==> config.mk <==
export PLATFORM = sky130hd
export DESIGN_NAME = adder_arbiter
export DESIGN_NICKNAME = d
export VERILOG_FILES = /design/src/rtl/adder_arbiter.sv
export SDC_FILE = /design/constraint.sdc
export NUM_CORES = 1
export LEC_CHECK = 0
export BUFFER_PORTS_ARGS = -buffer_cell sky130_fd_sc_hd__buf_2
export CAP_MARGIN = 15
export CORE_ASPECT_RATIO = 0.9
export CORE_MARGIN = 3
export CORE_UTILIZATION = 40
export DETAILED_ROUTE_END_ITERATION = 7
export PLACE_DENSITY_LB_ADDON = 0.08
export SLEW_MARGIN = 10
export SYNTH_ARGS = -nofsm -noshare
export SYNTH_HDL_FRONTEND = slang
export SYNTH_SLANG_ARGS = --single-unit
==> constraint.sdc <==
create_clock -name clk -period 2.4 [get_ports clk]
set_clock_uncertainty 0.2 [all_clocks]
set_input_delay 0.24 -clock clk [delete_from_list [all_inputs] [get_ports clk]]
set_output_delay 0.24 -clock clk [all_outputs]
set_load 0.1 [all_outputs]
==> src/rtl/adder_arbiter.sv <==
// Round-robin front end that time-shares one 16-bit carry-lookahead adder
// among NUM_REQ requesters, with registered operands and a held response.

module adder_lookahead16 (
  input  logic [15:0] a,
  input  logic [15:0] b,
  output logic [15:0] sum,
  output logic        cout
);
  logic [15:0] g;
  logic [15:0] p;
  logic [15:0] c;
  logic [3:0]  gg;
  logic [3:0]  gp;
  logic [4:0]  gc;
  logic        cin;

  assign cin   = 1'b0;
  assign g     = a & b;
  assign p     = a ^ b;
  assign gc[0] = cin;

  // Four 4-bit groups; bit carries inside a group are expanded from the group carry-in.
  genvar gi;
  generate
    for (gi = 0; gi < 4; gi++) begin : g_grp
      localparam int B = 4 * gi;
      assign gg[gi]  = g[B+3] | (p[B+3] & g[B+2]) | (p[B+3] & p[B+2] & g[B+1])
                     | (p[B+3] & p[B+2] & p[B+1] & g[B]);
      assign gp[gi]  = &p[B+3:B];
      assign c[B]    = gc[gi];
      assign c[B+1]  = g[B] | (p[B] & gc[gi]);
      assign c[B+2]  = g[B+1] | (p[B+1] & g[B]) | (p[B+1] & p[B] & gc[gi]);
      assign c[B+3]  = g[B+2] | (p[B+2] & g[B+1]) | (p[B+2] & p[B+1] & g[B])
                     | (p[B+2] & p[B+1] & p[B] & gc[gi]);
    end
  endgenerate

  assign gc[1] = gg[0] | (gp[0] & cin);
  assign gc[2] = gg[1] | (gp[1] & gg[0]) | (gp[1] & gp[0] & cin);
  assign gc[3] = gg[2] | (gp[2] & gg[1]) | (gp[2] & gp[1] & gg[0])
               | (gp[2] & gp[1] & gp[0] & cin);
  assign gc[4] = gg[3] | (gp[3] & gg[2]) | (gp[3] & gp[2] & gg[1])
               | (gp[3] & gp[2] & gp[1] & gg[0]) | (gp[3] & gp[2] & gp[1] & gp[0] & cin);

  assign sum  = p ^ c;
  assign cout = gc[4];
endmodule

module adder_arbiter #(
  parameter int NUM_REQ = 4,
  parameter int ID_W    = 2
) (
  input  logic                  clk,
  input  logic                  rst,
  input  logic [NUM_REQ-1:0]    req_valid,
  output logic [NUM_REQ-1:0]    req_ready,
  input  logic [16*NUM_REQ-1:0] req_operand1,
  input  logic [16*NUM_REQ-1:0] req_operand2,
  output logic                  rsp_valid,
  input  logic                  rsp_ready,
  output logic [ID_W-1:0]       rsp_id,
  output logic [15:0]           rsp_result,
  output logic                  rsp_cout,
  output logic [15:0]           ops_done
);
  typedef enum logic [1:0] {IDLE, CALC, RESP} state_t;

  state_t          state_q, state_d;
  logic [ID_W-1:0] ptr_q, ptr_d;
  logic [15:0]     op1_q, op1_d;
  logic [15:0]     op2_q, op2_d;
  logic [ID_W-1:0] id_q, id_d;
  logic            rsp_valid_q, rsp_valid_d;
  logic [ID_W-1:0] rsp_id_q, rsp_id_d;
  logic [15:0]     rsp_result_q, rsp_result_d;
  logic            rsp_cout_q, rsp_cout_d;
  logic [15:0]     ops_done_q, ops_done_d;

  logic [15:0]     op1_arr [NUM_REQ];
  logic [15:0]     op2_arr [NUM_REQ];
  logic            grant_found;
  logic [ID_W-1:0] grant_idx;
  logic [15:0]     add_sum;
  logic            add_cout;

  genvar gi;
  generate
    for (gi = 0; gi < NUM_REQ; gi++) begin : g_unpack
      assign op1_arr[gi] = req_operand1[16*gi +: 16];
      assign op2_arr[gi] = req_operand2[16*gi +: 16];
    end
  endgenerate

  // First valid requester at or after ptr, wrapping around.
  always_comb begin
    int idx;
    grant_found = 1'b0;
    grant_idx   = '0;
    idx         = 0;
    for (int k = 0; k < NUM_REQ; k++) begin
      idx = int'(ptr_q) + k;
      if (idx >= NUM_REQ) idx = idx - NUM_REQ;
      if (!grant_found && req_valid[ID_W'(idx)]) begin
        grant_found = 1'b1;
        grant_idx   = ID_W'(idx);
      end
    end
  end

  always_comb begin
    req_ready = '0;
    if (state_q == IDLE && !rst && grant_found) req_ready[grant_idx] = 1'b1;
  end

  adder_lookahead16 u_adder (
    .a    (op1_q),
    .b    (op2_q),
    .sum  (add_sum),
    .cout (add_cout)
  );

  always_comb begin
    int nxt;
    state_d      = state_q;
    ptr_d        = ptr_q;
    op1_d        = op1_q;
    op2_d        = op2_q;
    id_d         = id_q;
    rsp_valid_d  = rsp_valid_q;
    rsp_id_d     = rsp_id_q;
    rsp_result_d = rsp_result_q;
    rsp_cout_d   = rsp_cout_q;
    ops_done_d   = ops_done_q;
    nxt          = int'(grant_idx) + 1;
    if (nxt >= NUM_REQ) nxt = 0;
    case (state_q)
      IDLE: begin
        if (grant_found) begin
          op1_d   = op1_arr[grant_idx];
          op2_d   = op2_arr[grant_idx];
          id_d    = grant_idx;
          ptr_d   = ID_W'(nxt);
          state_d = CALC;
        end
      end
      CALC: begin
        rsp_result_d = add_sum;
        rsp_cout_d   = add_cout;
        rsp_id_d     = id_q;
        rsp_valid_d  = 1'b1;
        state_d      = RESP;
      end
      RESP: begin
        if (rsp_valid_q && rsp_ready) begin
          rsp_valid_d = 1'b0;
          ops_done_d  = ops_done_q + 16'd1;
          state_d     = IDLE;
        end
      end
      default: state_d = IDLE;
    endcase
  end

  always_ff @(posedge clk) begin
    if (rst) begin
      state_q      <= IDLE;
      ptr_q        <= '0;
      op1_q        <= '0;
      op2_q        <= '0;
      id_q         <= '0;
      rsp_valid_q  <= 1'b0;
      rsp_id_q     <= '0;
      rsp_result_q <= '0;
      rsp_cout_q   <= 1'b0;
      ops_done_q   <= '0;
    end else begin
      state_q      <= state_d;
      ptr_q        <= ptr_d;
      op1_q        <= op1_d;
      op2_q        <= op2_d;
      id_q         <= id_d;
      rsp_valid_q  <= rsp_valid_d;
      rsp_id_q     <= rsp_id_d;
      rsp_result_q <= rsp_result_d;
      rsp_cout_q   <= rsp_cout_d;
      ops_done_q   <= ops_done_d;
    end
  end

  assign rsp_valid  = rsp_valid_q;
  assign rsp_id     = rsp_id_q;
  assign rsp_result = rsp_result_q;
  assign rsp_cout   = rsp_cout_q;
  assign ops_done   = ops_done_q;
endmodule

==> reports/results.txt <==
WP data arrival: 2.39 ns
TritonCTS Buffers: 9
Clock transition at path regs: 0.06 ns
Final instance area: 0.00634 mm^2
Die Y: 107 um
DP HPWL: 9.05 mm
First-pass GRT wire length: 19.2 mm
Synthesized area per cell: 10.0 um^2
Fmax: 430 MHz
Slew Viols, Final: 0
RSZ-0062 raised after global routing: true
Startpoint types: register
Routed via count: 4048
Hold Crit Class: in2reg
Reg power frac: 0.309
Sw frac: 0.360
Worst R2R Setup Slack: 0.07 ns
Fin Setup TNS: 0 ns
Finished Core Util: 0.577
Fill cells: 1018
DRC: 0
Final setup vio count: 0
Diode count: 0
Post-synth EDFFs: 0
Buffers on Ports: 174
Final Hold Viols: 0
Logic gate share of total power: 0.412
Initial antenna violation count: 0
Psw: 1810 uW
Setup CP Type: reg2reg
Placer Congestion: 0.859
Worst path cell trace: ha_4 > a21oi_4 > o22a_1 > buf_6 > nand3b_1 > a21o_1 > fa_2 > nand2_1 > a21oi_1
Startpoint of the worst hold path: rsp_ready
Status: finished, final reports clean
Delay-heaviest family, CP: adder cells
CP startpoint: op1_q[5]
Placed cell area: 0.00583 mm^2
Post-Route WL: 11.6 mm
Io pins: 175
Row count: 36
Die X: 118 um
Reg-to-Reg End: rsp_result[8]
Hold path depth: 4
Core area: 0.0110 mm^2
Sink Count: 74
Pint: 3210 uW
Initial Util: 0.415
Reg2Reg Depth: 9
Max incr delay on CP: 0.52 ns
Area grow syn2layout: 39.1%
Post-synthesis sequential area ratio: 0.325
Worst skew pair latency: 0.33 ns
GRT Overall Usage: 0.187
Max-Cap Viols: 0
CP max-delay cell: fa_2
Post-synthesis register bit count: 74
CP Capture Type: register
Worst-path fanout max: 4
Routed vias/inst: 4.97
Total Power: 5020 uW
Largest net degree at the start of global routing: 44
DIE AREA: 0.0127 mm^2
CP Buf/Inv Count: 1
Root Driver: clkbuf_16
PD cells: 791 mW/mm^2
Ys async rst share: 0
VDD IR-drop max: 477 uV
Number of DRC markers in iteration 0: 223
Final #Nets: 817
CTS tree: built
Clock share of power: 0.280
Synth unique cells: 53
Worst-Margin Slew: 0.580 ns
Top_reg_cell synth: dfxtp_1
Post-synthesis net count: 615
Final Cycle Share: 0.970
Worst Hold Slack: 0.0198 ns
Crit path required time: 2.46 ns
WL/cell: 14.3 um
First drt pass iteration count: 4
Pleak: 0.00289 uW
Worst Hold Path EP: state_q[1]
GRT overflow: 0
Share of cells above drive strength 1: 0.494
Crit Reg-Reg Startpoint: op1_q[5]
Htree depth: 3
Post-Syn Area: 0.00456 mm^2
Antenna-violating nets left: 0
Post-Syn Instances: 455
Max-slew headroom: 0.612
Syn. warnings: 0
Minimum clock period: 2.33 ns
Vias in the first global route: 4120
Worst-case clock buffer depth: 2
==> metrics by stage <==
stage | setup slack (ns) | cells
after CTS | 0.00284 | 812
final | 0.0729 | 814
after global routing | -0.0718 | 814
after global placement | -0.116 | 793
after floorplan | 0.00668 | 455
after detailed placement | -0.204 | 793
==> power by group through the flow <==
stage	clock [uW]	sequential [uW]	combinational [uW]
finish	1400	1550	2060
global route	1510	1570	2260
CTS	1440	1540	2030
detailed placement	0	1560	1980
global placement	0	1550	1970
floorplan	0	1880	1100
==> per-layer routing <==
metal | wire [um] | global-route usage
met1 | 5000 | 0.221
met2 | 5760 | 0.329
met3 | 725 | 0.0559
met4 | 149 | 0.0546
met5 | 0 | 0
==> cell usage in the layout, fill, tap and decap left out, types with 5 or more instances in the layout <==
master / synthesis / routed
a21oi_1: 25 / 18
and2_1: 5 / 5
nand2_2: 29 / 29
a21oi_2: 0 / 6
buf_4: 4 / 39
nand3_1: 10 / 9
o21ai_0: 6 / 5
nand2b_1: 5 / 5
buf_12: 3 / 9
mux2i_1: 68 / 68
clkbuf_16: 0 / 9
a21o_1: 6 / 6
buf_2: 6 / 170
nor2_1: 29 / 28
and3_1: 5 / 5
o221ai_2: 30 / 30
nand2_1: 35 / 35
xor2_1: 15 / 15
nand4_1: 5 / 5
dfxtp_2: 0 / 6
ha_1: 21 / 16
ha_4: 0 / 5
inv_1: 5 / 5
xnor2_1: 6 / 5
dfxtp_1: 74 / 68
==> worst min-delay path, delay by kind of cell <==
| family | cells | cell delay [ns] |
|---|---|---|
| and+or+nand+nor | 2 | 0.12 |
| buffers and inverters | 1 | 0.09 |
| AOI/OAI and AO/OA | 1 | 0.06 |
==> cells in the mapped netlist (all sizes together) (2+ instances only) <==
cell type	instances	area share
xor2	15	0.029
nor2b	2	0.0027
and4	3	0.0058
mux2i	68	0.15
a211oi	4	0.0066
ha	21	0.058
a21o	6	0.0099
nand3	10	0.011
nand2	65	0.071
a21oi	25	0.027
xnor2	6	0.012
fa	4	0.018
nand4	5	0.0069
inv	6	0.0049
dfxtp	74	0.33
o21ai	8	0.011
and2	5	0.0069
nor3	3	0.0033
or3	3	0.0041
clkbuf	7	0.0080
nand2b	5	0.0069
nor2	30	0.025
buf	22	0.044
o221ai	32	0.10
a211o	2	0.0038
a32o	2	0.0044
and3	5	0.0069
nand3b	4	0.0066
==> sequential cells by signal (all words and copies together) (netlist names) <==
register,flops
state_q,2
rsp_cout,1
rsp_result,16
rsp_valid,1
op2_q,16
ops_done,16
ptr_q,2
op1_q,16
id_q,2
rsp_id,2
==> kinds of logic after synthesis <==
group | share of synthesized area
AND/OR/NAND/NOR | 0.163
AO/OA/AOI/OAI | 0.190
flip-flops | 0.325
multiplexers | 0.149
buffers and inverters | 0.0566
adder cells (fa/ha/maj) | 0.0753
XOR/XNOR | 0.0404
==> cell type report <==
class                   instances  area (um^2)  share of cell area
clock inverters                 1         30.0             0.00474
multi-input cells             346         2970               0.469
repair buffers                220         1350               0.212
well taps                     152          190              0.0300
flip-flops and latches         74         1490               0.235
clock buffers                  15          288              0.0454
inverters                       6         22.5             0.00355
==> worst max path at each step <==
stage | end | slack [ns] | cells after the start
2_1_floorplan | req_ready[1] | 0.007 | 5
4_1_cts | rsp_result[9] | 0.003 | 9
6_report | rsp_result[8] | 0.07 | 9
3_5_place_dp | rsp_result[13] | -0.20 | 9
3_3_place_gp | rsp_result[13] | -0.12 | 9
5_1_grt | rsp_result[13] | -0.07 | 9
==> what timing repair did <==
| item | CTS | global route |
|---|---|---|
| endpoints found under the hold margin | 1 | 0 |
| hold buffers | 1 | 0 |
| setup endpoints to repair | 7 | 11 |
| resized for setup | 9 | 20 |
| buffers inserted | 2 | 2 |
| pin swaps | 2 | 9 |
Power figures use the tool's default switching activity.
